$ cat src/rtl/load_pkg.sv
// Shared types for the load data register stage: load opcodes, fault codes,
// FSM states and the alignment check used at request time.
package load_pkg;

    localparam int XLEN = 64;

    typedef enum logic [2:0] {
        LOAD_LB      = 3'b000,
        LOAD_LH      = 3'b001,
        LOAD_LW      = 3'b010,
        LOAD_LD      = 3'b011,
        LOAD_LBU     = 3'b100,
        LOAD_LHU     = 3'b101,
        LOAD_LWU     = 3'b110,
        LOAD_ILLEGAL = 3'b111
    } load_op_t;

    typedef enum logic [1:0] {
        FAULT_NONE       = 2'b00,
        FAULT_MISALIGNED = 2'b01,
        FAULT_ILLEGAL    = 2'b10,
        FAULT_TIMEOUT    = 2'b11
    } fault_code_t;

    typedef enum logic [1:0] {
        S_IDLE = 2'b00,
        S_WAIT = 2'b01,
        S_DONE = 2'b10
    } lstate_t;

    // Natural alignment: the access size must divide the byte offset.
    function automatic logic is_misaligned(input load_op_t op, input logic [2:0] off);
        logic bad;
        bad = 1'b0;
        case (op)
            LOAD_LH, LOAD_LHU: bad = off[0];
            LOAD_LW, LOAD_LWU: bad = (off[1:0] != 2'b00);
            LOAD_LD:           bad = (off != 3'b000);
            default:           bad = 1'b0;
        endcase
        return bad;
    endfunction

endpackage

$ cat src/rtl/load_extend.sv
// Byte-lane extraction and sign/zero extension of a doubleword-aligned read.
module load_extend
    import load_pkg::*;
(
    input  logic [XLEN-1:0] rdata,
    input  logic [2:0]      byte_off,
    input  load_op_t        op,
    output logic [XLEN-1:0] ext
);

    logic [XLEN-1:0] shifted;

    assign shifted = rdata >> {byte_off, 3'b000};

    always_comb begin
        ext = shifted;
        case (op)
            LOAD_LB:  ext = {{56{shifted[7]}},  shifted[7:0]};
            LOAD_LH:  ext = {{48{shifted[15]}}, shifted[15:0]};
            LOAD_LW:  ext = {{32{shifted[31]}}, shifted[31:0]};
            LOAD_LBU: ext = {56'd0, shifted[7:0]};
            LOAD_LHU: ext = {48'd0, shifted[15:0]};
            LOAD_LWU: ext = {32'd0, shifted[31:0]};
            default:  ext = shifted;
        endcase
    end

endmodule

$ cat src/rtl/load_data_reg.sv
// Memory data register stage: waits for the data memory, captures the extended
// load result and reports misaligned, illegal and timeout faults.
module load_data_reg
    import load_pkg::*;
#(
    parameter int DATA_W   = 64,
    parameter int WAIT_MAX = 15
) (
    input  logic              clk,
    input  logic              reset,
    input  logic              load_req,
    input  logic [2:0]        funct3,
    input  logic [2:0]        byte_off,
    input  logic [DATA_W-1:0] mem_rdata,
    input  logic              mem_ready,
    output logic [DATA_W-1:0] mem_data_reg,
    output logic              load_done,
    output logic              busy,
    output logic              load_fault,
    output logic [1:0]        fault_code
);

    localparam logic [7:0] COUNT_LAST = 8'(WAIT_MAX - 1);

    lstate_t         state, state_n;
    load_op_t        op_q, op_n;
    logic [2:0]      off_q, off_n;
    logic [7:0]      count, count_n;
    logic [DATA_W-1:0] data_n;
    logic [DATA_W-1:0] ext_value;
    fault_code_t     fault_q, fault_n;

    load_extend u_extend (
        .rdata    (mem_rdata),
        .byte_off (off_q),
        .op       (op_q),
        .ext      (ext_value)
    );

    always_ff @(posedge clk or posedge reset) begin
        if (reset) begin
            state        <= S_IDLE;
            op_q         <= LOAD_LB;
            off_q        <= 3'b000;
            count        <= 8'd0;
            mem_data_reg <= '0;
            fault_q      <= FAULT_NONE;
        end else begin
            state        <= state_n;
            op_q         <= op_n;
            off_q        <= off_n;
            count        <= count_n;
            mem_data_reg <= data_n;
            fault_q      <= fault_n;
        end
    end

    // DONE accepts a new request exactly like IDLE so loads can run back to back.
    always_comb begin
        state_n = state;
        op_n    = op_q;
        off_n   = off_q;
        count_n = count;
        data_n  = mem_data_reg;
        fault_n = fault_q;
        case (state)
            S_IDLE, S_DONE: begin
                if (load_req) begin
                    op_n    = load_op_t'(funct3);
                    off_n   = byte_off;
                    count_n = 8'd0;
                    if (funct3 == 3'b111) begin
                        fault_n = FAULT_ILLEGAL;
                        state_n = S_DONE;
                    end else if (is_misaligned(load_op_t'(funct3), byte_off)) begin
                        fault_n = FAULT_MISALIGNED;
                        state_n = S_DONE;
                    end else begin
                        fault_n = FAULT_NONE;
                        state_n = S_WAIT;
                    end
                end else if (state == S_DONE) begin
                    state_n = S_IDLE;
                end
            end
            S_WAIT: begin
                if (mem_ready) begin
                    data_n  = ext_value;
                    state_n = S_DONE;
                end else if (count == COUNT_LAST) begin
                    fault_n = FAULT_TIMEOUT;
                    state_n = S_DONE;
                end else begin
                    count_n = count + 8'd1;
                end
            end
            default: state_n = S_IDLE;
        endcase
    end

    assign busy       = (state == S_WAIT);
    assign load_done  = (state == S_DONE);
    assign load_fault = load_done && (fault_q != FAULT_NONE);
    assign fault_code = fault_q;

endmodule

$ cat config.mk
export PLATFORM = sky130hd
export DESIGN_NAME = load_data_reg
export DESIGN_NICKNAME = d
export VERILOG_FILES = /design/src/rtl/load_pkg.sv /design/src/rtl/load_extend.sv /design/src/rtl/load_data_reg.sv
export SDC_FILE = /design/constraint.sdc
export NUM_CORES = 1
export LEC_CHECK = 0
export BUFFER_PORTS_ARGS = -buffer_cell sky130_fd_sc_hd__buf_2
export CAP_MARGIN = 5
export CORE_AREA = 8 8 111 113
export DETAILED_ROUTE_END_ITERATION = 8
export DIE_AREA = 0 0 119 121
export GPL_ROUTABILITY_DRIVEN = 0
export PLACE_DENSITY = 0.76
export SYNTH_ARGS = -nofsm -noshare
export SYNTH_HDL_FRONTEND = slang
export SYNTH_SLANG_ARGS = --single-unit
$ cat constraint.sdc
create_clock -name clk -period 3.1 [get_ports clk]
set_input_delay 0.31 -clock clk [delete_from_list [all_inputs] [get_ports clk]]
set_output_delay 0.31 -clock clk [all_outputs]
set_load 0.05 [all_outputs]
== Word-level counts from Yosys, hierarchy flattened ==
Cells that the tools add are included.
Storage, ports and cells
  register bits: 82
  bits of input ports: 74
  output and inout port bits: 69
  logic and storage cells: 65
Cells by class
  add/subtract/negate cells: 1
  eq/ne operators: 20
  shift operators: 1
  mux-type cells: 22
  reduce and logical (&&, ||, !) cells: 15
Operators by type and width (number)
  case mux 64 bit (6 select lines): 1
  >> shifter 64 x 6 -> 64 bit: 1
  2-to-1 mux 8 bit: 3
  2-to-1 mux 2 bit: 10
  equality test 3 bit (second input constant): 6
  case mux 8 bit (2 select lines): 1
  equality test 3 x 2 -> 1 bit (second input constant): 3
  adder 8 x 1 -> 8 bit (second input constant): 1
  equality test 8 x 4 -> 1 bit (second input constant): 1
  case mux 2 bit (2 select lines): 2
  AND reduction 4 bit: 2
  equality test 3 x 1 -> 1 bit (second input constant): 2
  inequality test 2 bit (second input constant): 3
  AND reduction 2 bit: 3
  nonzero test 2 bit: 3
  OR reduction 2 bit: 3
  2-to-1 mux 1 bit: 4
  zero test 3 bit: 1
  inequality test 3 x 2 -> 1 bit (second input constant): 1
  inequality test 3 bit (second input constant): 1
  case mux 1 bit (3 select lines): 1
  nonzero test 3 bit: 1
  equality test 2 x 1 -> 1 bit (second input constant): 1
  equality test 2 bit (second input constant): 1
  other kinds (3): 3

== Longest topological paths before layout ==
Gate-level depths: netlist of run 1.
  depth after elaboration: 10
  mapped depth: 9
  mapped depth without buffers: 7

== Modules after synthesis ==
From an unflattened synthesis of run 1, not the netlist that was laid out.
Unflattened totals
  cell total of the unflattened synthesis: 528
  area total of the unflattened synthesis: 5645.4 sq um
By module, submodules not included
  load_data_reg: instances 1, cells an instance 235, area each 3306.9 sq um, seq. area each 2052.0 sq um
  load_extend: instances 1, cells an instance 293, area each 2338.5 sq um, seq. area each 0.0 sq um

== Worst setup path after synthesis of run 1 ==
Ideal clock, no wire load.
  kind: register to register
  start point: register state[0]
  end point: register mem_data_reg[17]
  library setup time: 121 ps
  data arrival time: 2232 ps
  required time: 2979 ps
  slack: 747 ps
  cell stages (with the launch flop): 8
  path buffers: 2
  clock period less this slack: 2353 ps
  cells stage by stage: dfrtp_1 inv_1 nor2_1 and2_1 clkbuf_1 clkbuf_1 o221ai_1 o22a_1
Between the ends
  cells in the longest elaborated chain, start to end: 2
RTL lines
  from (decl): line load_data_reg.sv:25  | lstate_t state, state_n;
  from (signal assigned): line load_data_reg.sv:49  | state <= state_n;
  equality test 2 x 1 -> 1 bit
  via busy: line load_data_reg.sv:18  | output logic busy,
  AND reduction 2 bit (no line)
  to (signal assigned): line load_data_reg.sv:53  | mem_data_reg <= data_n;
  to (decl): line load_data_reg.sv:16  | output logic [DATA_W-1:0] mem_data_reg,
The timed path passes the listed nets, and every way through them passes these cells.
A chain may end at the register's enable or synchronous reset.

== Worst setup path in the final report of run 1 ==
  start point: register off_q[1]
  end point: register mem_data_reg[43]
Between the ends
  cells in the longest elaborated chain, start to end: 2
RTL lines
  from (decl): line load_data_reg.sv:27  | logic [2:0] off_q, off_n;
  from (signal assigned): line load_data_reg.sv:51  | off_q <= off_n;
  >> shifter 64 x 6 -> 64 bit: line load_extend.sv:13  | assign shifted = rdata >> {byte_off, 3'b000};
  case mux 64 bit (6 select lines): line load_extend.sv:17  | case (op)
Every way passes these cells.

==> impl_metrics.yaml, run 1 <==
flow_run:
  maxCapViolations: 0
timing:
  fin_crit_sh: 0.8134
  skew_ns: 0.01087
  fmax_ghz: 0.3966
  slew_viol_final: 0
  hold_viol: 0
  finalSetupTns_ns: 0
  relSlewSlack: 0.3392
  setup_violations: 0
  rsz0062_at_grt: "no"
  tightest_slew_ns: 0.9891
  period_needed_ns: 2.522
floorplanning:
  die_h_microns: 121
  start_util: 0.4857
  dieArea_sq_um: 14400
  die_x_microns: 119
  rows: 38
  io_pins: 143
  core_sq_um: 10600
cts:
  cts_tree: "built"
  clk_pin_slew_ns: 0.08
  post-cts-setup-buffers: 0
  insertion_delay_ns: 0.37
  htreeDepth: 3
  postCtsHoldBufs: 0
  root_buffer: "clkbuf_8"
  clockBufferDepth: 2
  clock-sinks: 82
  numCtsBuffers: 9
  cts_resized: 0
synth:
  synth_cells: 558
  synth_edf_count: 0
  ys_seq_area_frac: 0.3984
  synthTopCellsByArea: "dfrtp_1 (40%), mux2i_1 (11%), nand2_1 (4.8%), mux4_2 (4.4%), nor2_1 (4.2%)"
  yosysTopAreaCell: "dfrtp_1"
  async_flop_share: 1.000
  syn_area_sq_um: 5150
  synth_nets: 634
  ys_ff_latch: 82
  synthDistinctLibCells: 53
  synth_ff_type: "dfrtp_1"
  syn_area_per_cell_sq_um: 9.229
  yosys.area.top_type_share: 0.3984
  yosys_warnings: 0
cells_and_area:
  seqCellArea_sq_um: 2054
  largest_reg_flops: 64
  drive_above_1_share: 0.2997
  stdcell_count: 824
  nets: 757
  area_growth_syn_to_layout_pct: 19.73
  multi_input_area_sq_um: 2870
  fill_cells: 965
  antenna_cells: 0
place:
  dp.cells: 810
  portBuffers: 142
  dp_hpwl_mm: 12.66
routing:
  wl_per_cell_microns: 20.56
  wl_mm: 16.94
  detail_route.iter0.violations: 481
  dr_total_vias: 5003
  firstDrtPassIters: 5
  drc: 0
  final_antenna_net_count: 0
  via_per_inst: 6.072
global_route:
  grt_pass1_vias: 4940
  overflow: 0
  grt_pass1_wl_mm: 26.91
  grt_util_all_layers: 0.2344
  antenna_found_initial: 0
  grt_max_degree: 82
power_and_ir_drop:
  power.leakage_nw: 2.782
  p_total_mw: 6.268
  ir_drop_uv: 614.7
  powerDensity_nw_per_um2: 1017
setup_path:
  worst-path-max-fanout: 27
  critPathLaunchType: "flop"
  crit_arrival_ns: 2.82
  end_kind: "flop"
  crit_type: "flop to flop"
  required_ns: 3.40
outcome:
  run_status: "complete, no violations"
worst_hold_path:
  hp-class: "primary input to asynchronous set/reset pin"
[synthesized netlist by cell type, types with 4 or more instances]
cell type / instances
a21oi_1: 42
nand3_1: 16
buf_1: 5
a2111oi_0: 4
mux4_2: 10
nand2b_1: 9
nor2b_1: 13
mux2i_1: 57
and2_1: 4
inv_1: 7
xnor2_1: 5
o221ai_1: 5
a31oi_1: 19
nand2_1: 66
o21ai_0: 26
o22a_1: 20
clkbuf_1: 24
mux2_2: 12
a221oi_1: 4
dfrtp_1: 82
o21ai_1: 9
nor2_1: 58
a211o_1: 6
o2bb2ai_1: 5
buf_2: 12
[cell type report]
type / count / area share
clock inverter: 3 / 0.01055
clock buffer: 11 / 0.02293
inverter: 8 / 0.005073
multi-input combinational: 424 / 0.4655
sequential: 82 / 0.3332
tap: 140 / 0.02841
timing repair buffer: 156 / 0.1343
[layer usage]
metal  vias to the layer above  track usage  share of wire
met4                         0       0.1209          0.036
met1                      2405       0.2970           0.40
met2                       276       0.3611           0.46
met3                        49      0.06329           0.10
met5                         -            0              0
li1                       2273            -              -
[logic make-up after synthesis]
family | synth area share
xor+xnor | 0.008503
fa+ha+maj | 0.004858
mux | 0.1808
buf+inv | 0.04446
simple gates | 0.1633
compound gates | 0.1997
flops | 0.3984
[per-stage QoR]
step	area, sq um	utilization	hold slack [ns]	worst slack [ns]
after floorplan	5150	-	0.4154	0.6816
after global placement	5959	0.5621	0.4118	0.6428
after detailed placement	5959	0.5621	0.4145	0.6244
after CTS	6166	0.5815	0.007880	0.6081
after global routing	6166	0.5815	0.04750	0.4877
final	6166	0.5815	0.007546	0.5784
[where the power goes]
part | internal [mW] | total, mW | switching [mW]
clock | 0.466 | 0.860 | 0.394
sequential | 1.52 | 1.89 | 0.370
combinational | 0.953 | 3.52 | 2.56
[worst max-delay path, stage by stage, from the launching register on]
cell and delay (ns):
dfrtp_2 0.64, buf_4 0.31, buf_4 0.27, nor2b_1 0.62, o2bb2ai_1 0.22, nand3_1 0.17, a21oi_1 0.22
[cells in the final DEF (no fill, tap or decap), types with 9 or more instances in the layout]
cell	instances
buf_2	142
dfrtp_1	80
nand2_1	66
nor2_1	58
mux2i_1	57
a21oi_1	42
o21ai_0	26
o22a_1	20
a31oi_1	19
nand3_1	16
nor2b_1	13
buf_4	13
mux2_2	12
mux4_2	10
clkbuf_8	10
nand2b_1	9
o21ai_1	9
[final timing paths]
path / to / start / depth (start not counted) / slack [ns]
worst max-delay path: mem_data_reg[43] / off_q[1] / 6 / 0.58
worst min-delay path: mem_data_reg[59] / reset / 2 / 0.008
worst max register to register: mem_data_reg[43] / off_q[1] / 6 / 0.58
worst min register to register: mem_data_reg[5] / mem_data_reg[5] / 2 / 0.48
max in group asynchronous: off_q[1] / reset / 3 / 2.32
min in group clk: off_q[0] / byte_off[0] / 3 / 0.17
Note: power is estimated with default switching activity, not from simulation.
==> run 2: changes to the inputs <==
- clock period: 3.1 -> 2.6 ns (I/O delays scaled with it)
==> run 2 against run 1 <==
Against the previous run: final cell count is 0.73% higher; design area increased by 0.45%; flip-flop and latch count unchanged; clock skew is 0.0012 ns higher; sequential power grew 17%.
==> impl_metrics.yaml, run 2 (synthesis results as in run 1) <==
floorplanning:
  die_h_microns: 121
  rows: 38
  io_pins: 143
  die_x_microns: 119
  start_util: 0.4857
  core_sq_um: 10600
  dieArea_sq_um: 14400
routing:
  firstDrtPassIters: 7
  detail_route.iter0.violations: 532
  dr_total_vias: 5014
  wl_mm: 16.88
  via_per_inst: 6.041
  final_antenna_net_count: 0
  drc: 0
  wl_per_cell_microns: 20.33
cts:
  postCtsHoldBufs: 1
  clockBufferDepth: 2
  clk_pin_slew_ns: 0.09
  post-cts-setup-buffers: 0
  numCtsBuffers: 9
  htreeDepth: 3
  insertion_delay_ns: 0.37
  root_buffer: "clkbuf_8"
  cts_resized: 0
  clock-sinks: 82
  cts_tree: "built"
timing:
  hold_viol: 0
  finalSetupTns_ns: 0
  relSlewSlack: 0.5331
  setup_violations: 0
  rsz0062_at_grt: "no"
  setup_slack_ns: 0.4437
  tightest_slew_ns: 0.6978
  period_needed_ns: 2.156
  slew_viol_final: 0
  fin_crit_sh: 0.8294
  skew_ns: 0.01211
  fmax_ghz: 0.4638
setup_path:
  r2r-start: "off_q[1]"
  critPathLaunchType: "flop"
  worst-path-max-fanout: 12
  crit-reg2reg-capture: "mem_data_reg[42]"
  crit_arrival_ns: 2.41
  required_ns: 2.85
  end_kind: "flop"
  crit_type: "flop to flop"
  r2r_setup_slack_ns: 0.44
  reg2regPathDepth: 5
power_and_ir_drop:
  swShare: 0.5444
  ir_drop_uv: 822.1
  power_frac_clock: 0.116
  combPwrFrac: 0.581
  p_int_mw: 3.337
  power.leakage_nw: 2.794
  power_frac_seq: 0.302
  p_switching_mw: 3.987
  powerDensity_nw_per_um2: 1183
global_route:
  grt_max_degree: 85
  grt_util_all_layers: 0.2299
  grt_pass1_wl_mm: 26.67
  grt_pass1_vias: 4986
  antenna_found_initial: 0
  overflow: 0
place:
  portBuffers: 142
  dp_hpwl_mm: 12.46
  dp_slack_ns: 0.4740
worst_hold_path:
  worstHoldPathCells: 3
  holdCritStartpoint: "byte_off[1]"
  hp-class: "primary input to flop"
  hold_end: "off_q[1]"
cells_and_area:
  layout_commonest_cell: "buf_2"
  most-common-layout-cells: "buf_2 (142), dfrtp_1 (80), nand2_1 (66)"
  drive_above_1_share: 0.3058
  fill_cells: 922
  area_growth_syn_to_layout_pct: 20.26
  antenna_cells: 0
  largest_reg_flops: 64
  utilization: 0.5841
  nets: 762
outcome:
  run_status: "complete, no violations"
flow_run:
  maxCapViolations: 0
-- run 2: cell count changes in the layout (fill, tap and decap cells not counted), moves of 2 or more --
cell / previous run / this run
buf_4: 13 / 15
buf_12: 1 / 3
clkinv_2: 2 / 4
bufinv_16: 2 / 0
-- run 2: worst max path at each step --
stage / from / end / slack (ns) / cells after the start
4_1_cts: off_q[1] / mem_data_reg[42] / 0.46 / 5
6_report: off_q[1] / mem_data_reg[42] / 0.44 / 5
3_3_place_gp: off_q[1] / mem_data_reg[50] / 0.56 / 5
3_5_place_dp: off_q[1] / mem_data_reg[42] / 0.47 / 5
5_1_grt: off_q[1] / mem_data_reg[29] / 0.33 / 6
2_1_floorplan: reset / count[0] / 0.23 / 1
-- run 2: cell type report --
type	instances	area, sq um	share of cell area
Clock buffer	10	137.6	0.02222
Clock inverter	5	31.28	0.005051
Inverter	8	31.28	0.005051
Multi-Input combinational cell	424	2870	0.4634
Sequential cell	82	2054	0.3317
Tap cell	140	175.2	0.02828
Timing Repair Buffer	161	893.4	0.1442
-- run 2: through the flow --
stage | cell area [sq um] | hold slack (ns) | std cells | power, mW
after global placement | 6015 | 0.3705 | 814 | 6.417
after CTS | 6193 | 0.09984 | 830 | 7.347
final | 6193 | 0.1126 | 830 | 7.324
after floorplan | 5150 | 0.3654 | 558 | 5.355
after detailed placement | 6015 | 0.3745 | 814 | 6.483
after global routing | 6193 | 0.1185 | 830 | 7.697
-- run 2: layer usage --
| metal | global-route usage | share of wire | vias to the layer above | wire length [microns] |
|---|---|---|---|---|
| li1 | - | - | 2280 | - |
| met1 | 0.3000 | 0.42 | 2392 | 7013 |
| met2 | 0.3477 | 0.45 | 300 | 7577 |
| met3 | 0.05863 | 0.10 | 42 | 1706 |
| met4 | 0.1162 | 0.034 | 0 | 579 |
| met5 | 0 | 0 | - | 0 |
-- run 2: worst max-delay path, cell delays in order, from the launching register on --
cell	delay, ns
dfrtp_2	0.51
mux2i_1	0.33
mux4_2	0.36
nor2_2	0.08
or4_4	0.56
o22a_1	0.21
-- run 2: power by group through the flow --
stage / sequential (mW) / clock, mW / combinational, mW
after floorplan: 3.92 / 0 / 1.43
after global placement: 2.21 / 0 / 4.21
after detailed placement: 2.22 / 0 / 4.26
after CTS: 2.21 / 0.866 / 4.27
after global routing: 2.27 / 0.912 / 4.52
final: 2.21 / 0.851 / 4.26
==> run 3: changes to the inputs <==
- ABC_AREA: not set -> 1
- CORE_AREA: 8 8 111 113 -> 8 8 116 118
- DIE_AREA: 0 0 119 121 -> 0 0 124 126
- PLACE_DENSITY: 0.76 -> 0.75
- clock period: 2.6 -> 2.3 ns (I/O delays scaled with it)
==> run 3 against run 2 <==
Against the previous run: via count grew 21%; largest cell class unchanged; sequential power grew 9%; synthesized cell count grew 58%; critical endpoint is now mem_data_reg[58]; highest routed layer unchanged; clock power grew 72%; count of clock-buffer cells in the layout grew 1; hold slack lost 0.11 ns; routed wire length grew 4.9%; largest power group unchanged; clock skew shrank 0.0069 ns; first-iteration DRC count grew 54%; flip-flop and latch count is the same.
==> impl_metrics.yaml, run 3 <==
synth:
  syn_area_per_cell_sq_um: 6.486
  synth_cells: 881
  yosys_warnings: 0
  yosys.area.top_type_share: 0.3591
  async_flop_share: 1.000
  netlist_top_cells_count: "nand2_1 (277), nor2_1 (106), nand3_1 (85)"
  synthDistinctLibCells: 33
  synthTopCellsByArea: "dfrtp_1 (36%), nand2_1 (18%), nand3_1 (7.4%), nor2_1 (7.0%), o21ai_0 (6.7%)"
  synth_edf_count: 0
  synth_ff_type: "dfrtp_1"
  ys_ff_latch: 82
  yosysTopAreaCell: "dfrtp_1"
  ys_seq_area_frac: 0.3591
  syn_area_sq_um: 5714
  synth_most_common_cell: "nand2_1"
  synth_nets: 957
cts:
  clk_pin_slew_ns: 0.06
  insertion_delay_ns: 0.34
  postCtsHoldBufs: 0
  clock-sinks: 82
  root_buffer: "clkbuf_16"
  cts_tree: "built"
  clockBufferDepth: 2
  htreeDepth: 3
  numCtsBuffers: 9
setup_path:
  crit_family: "simple AND/OR/NAND/NOR gates"
  crit_path_max_incr_delay_ns: 0.45
  path_buf_inv: 1
  crit_type: "flop to flop"
  r2r_setup_slack_ns: 0.27
  crit_arrival_ns: 2.29
  r2r-start: "off_q[0]"
  worst-path-max-fanout: 49
  path_depth: 7
  required_ns: 2.57
  reg2regPathDepth: 7
  crit_path_cell_trace: "inv_6, nand3_1, a21oi_1, nand3_1, nand3_4, nor2_1, nor2_1"
  end_kind: "flop"
  crit-reg2reg-capture: "mem_data_reg[58]"
  critPathLaunchType: "flop"
  crit_slowest_cell: "dfrtp_1"
timing:
  relSlewSlack: 0.5738
  setup_slack_ns: 0.2723
  period_needed_ns: 2.028
  tightest_slew_ns: 0.6385
  hold_viol: 0
  rsz0062_at_grt: "no"
  fin_crit_sh: 0.8816
  holdWs_ns: 0.003694
  setup_violations: 0
  finalSetupTns_ns: 0
  slew_viol_final: 0
  skew_ns: 0.005210
  fmax_ghz: 0.4932
floorplanning:
  die_h_microns: 126
  io_pins: 143
  die_x_microns: 124
  core_sq_um: 11710
  dieArea_sq_um: 15620
  rows: 40
  start_util: 0.4879
routing:
  wl_mm: 17.70
  via_per_inst: 5.294
  final_antenna_net_count: 0
  drc: 0
  dr_total_vias: 6056
  wl_per_cell_microns: 15.47
  firstDrtPassIters: 5
  detail_route.iter0.violations: 818
cells_and_area:
  nets: 1068
  area_growth_syn_to_layout_pct: 18.31
  most-common-layout-cells: "nand2_1 (277), buf_2 (142), nor2_1 (106)"
  largest_reg_flops: 64
  fill_cells: 1180
  drive_above_1_share: 0.2339
  layout_commonest_cell: "nand2_1"
place:
  dp_slack_ns: 0.2016
  dp_hpwl_mm: 12.93
  portBuffers: 142
power_and_ir_drop:
  swShare: 0.5316
  ir_drop_uv: 926.6
  combPwrFrac: 0.588
  p_int_mw: 4.387
  power_frac_clock: 0.156
  p_total_mw: 9.367
  p_switching_mw: 4.980
  powerDensity_nw_per_um2: 1386
  power_frac_seq: 0.256
  power.leakage_nw: 3.635
global_route:
  grt_pass1_wl_mm: 28.35
  antenna_found_initial: 1
  grt_max_degree: 88
  overflow: 0
  grt_util_all_layers: 0.2274
  grt_pass1_vias: 5502
flow_run:
  maxCapViolations: 0
outcome:
  run_status: "complete, no violations"
worst_hold_path:
  hp-class: "primary input to asynchronous set/reset pin"
[run 3: cells by family after synthesis]
logic type / after synthesis / synth area share
compound gates: 128 / 0.1244
flops: 82 / 0.3591
buf+inv: 139 / 0.1117
simple gates: 529 / 0.3989
fa+ha+maj: 2 / 0.004379
xor+xnor: 1 / 0.001533
[run 3: area by class of cell]
| type | instances | area (sq um) | area share |
|---|---|---|---|
| multi-input cells | 660 | 3024 | 0.4473 |
| flip-flops and latches | 82 | 2052 | 0.3035 |
| repair buffers | 154 | 875.8 | 0.1296 |
| inverters | 85 | 327.8 | 0.04849 |
| clock buffers | 11 | 242.7 | 0.03591 |
| well taps | 147 | 183.9 | 0.02721 |
| clock inverters | 4 | 51.30 | 0.007588 |
| diodes | 1 | 2.502 | 0.0003702 |
[run 3: routing by layer]
metal | track usage | routed length (microns) | up-vias
li1 | - | - | 3002
met1 | 0.3236 | 7887 | 2727
met2 | 0.3393 | 7774 | 296
met3 | 0.03396 | 1588 | 31
met4 | 0.08333 | 446 | 0
met5 | 0 | 0 | -
[run 3: power by group through the flow]
stage / clock (mW) / combinational (mW) / sequential, mW
2_1_floorplan: 0 / 2.20 / 4.44
3_3_place_gp: 0 / 5.47 / 2.40
3_5_place_dp: 0 / 5.49 / 2.42
4_1_cts: 1.48 / 5.52 / 2.40
5_1_grt: 1.53 / 5.93 / 2.48
6_report: 1.46 / 5.50 / 2.40
[run 3: what timing repair did]
| item | 4_1_cts | 5_1_grt |
|---|---|---|
| buffers inserted | 0 | 0 |
| setup endpoints to repair | 0 | 1 |
| gates resized for setup | 0 | 1 |
[run 3: worst register-to-register path, stage by stage (launching register included)]
cell and delay, ns:
dfrtp_1 0.45, inv_6 0.31, nand3_1 0.20, a21oi_1 0.23, nand3_1 0.18, nand3_4 0.38, nor2_1 0.10, nor2_1 0.11
[run 3: worst max-delay path by stage]
stage / startpoint / end
6_report: off_q[0] / mem_data_reg[58]
5_1_grt: op_q[1] / mem_data_reg[58]
4_1_cts: off_q[0] / mem_data_reg[35]
3_5_place_dp: off_q[0] / mem_data_reg[58]
3_3_place_gp: off_q[0] / mem_data_reg[32]
2_1_floorplan: fault_code[0] / load_fault
[run 3: through the flow]
stage                 util  area, sq um  cells
floorplan                -         5718    881
global placement    0.5517         6461   1128
detailed placement  0.5517         6461   1128
CTS                 0.5768         6755   1143
global route        0.5772         6760   1144
finish              0.5772         6760   1144
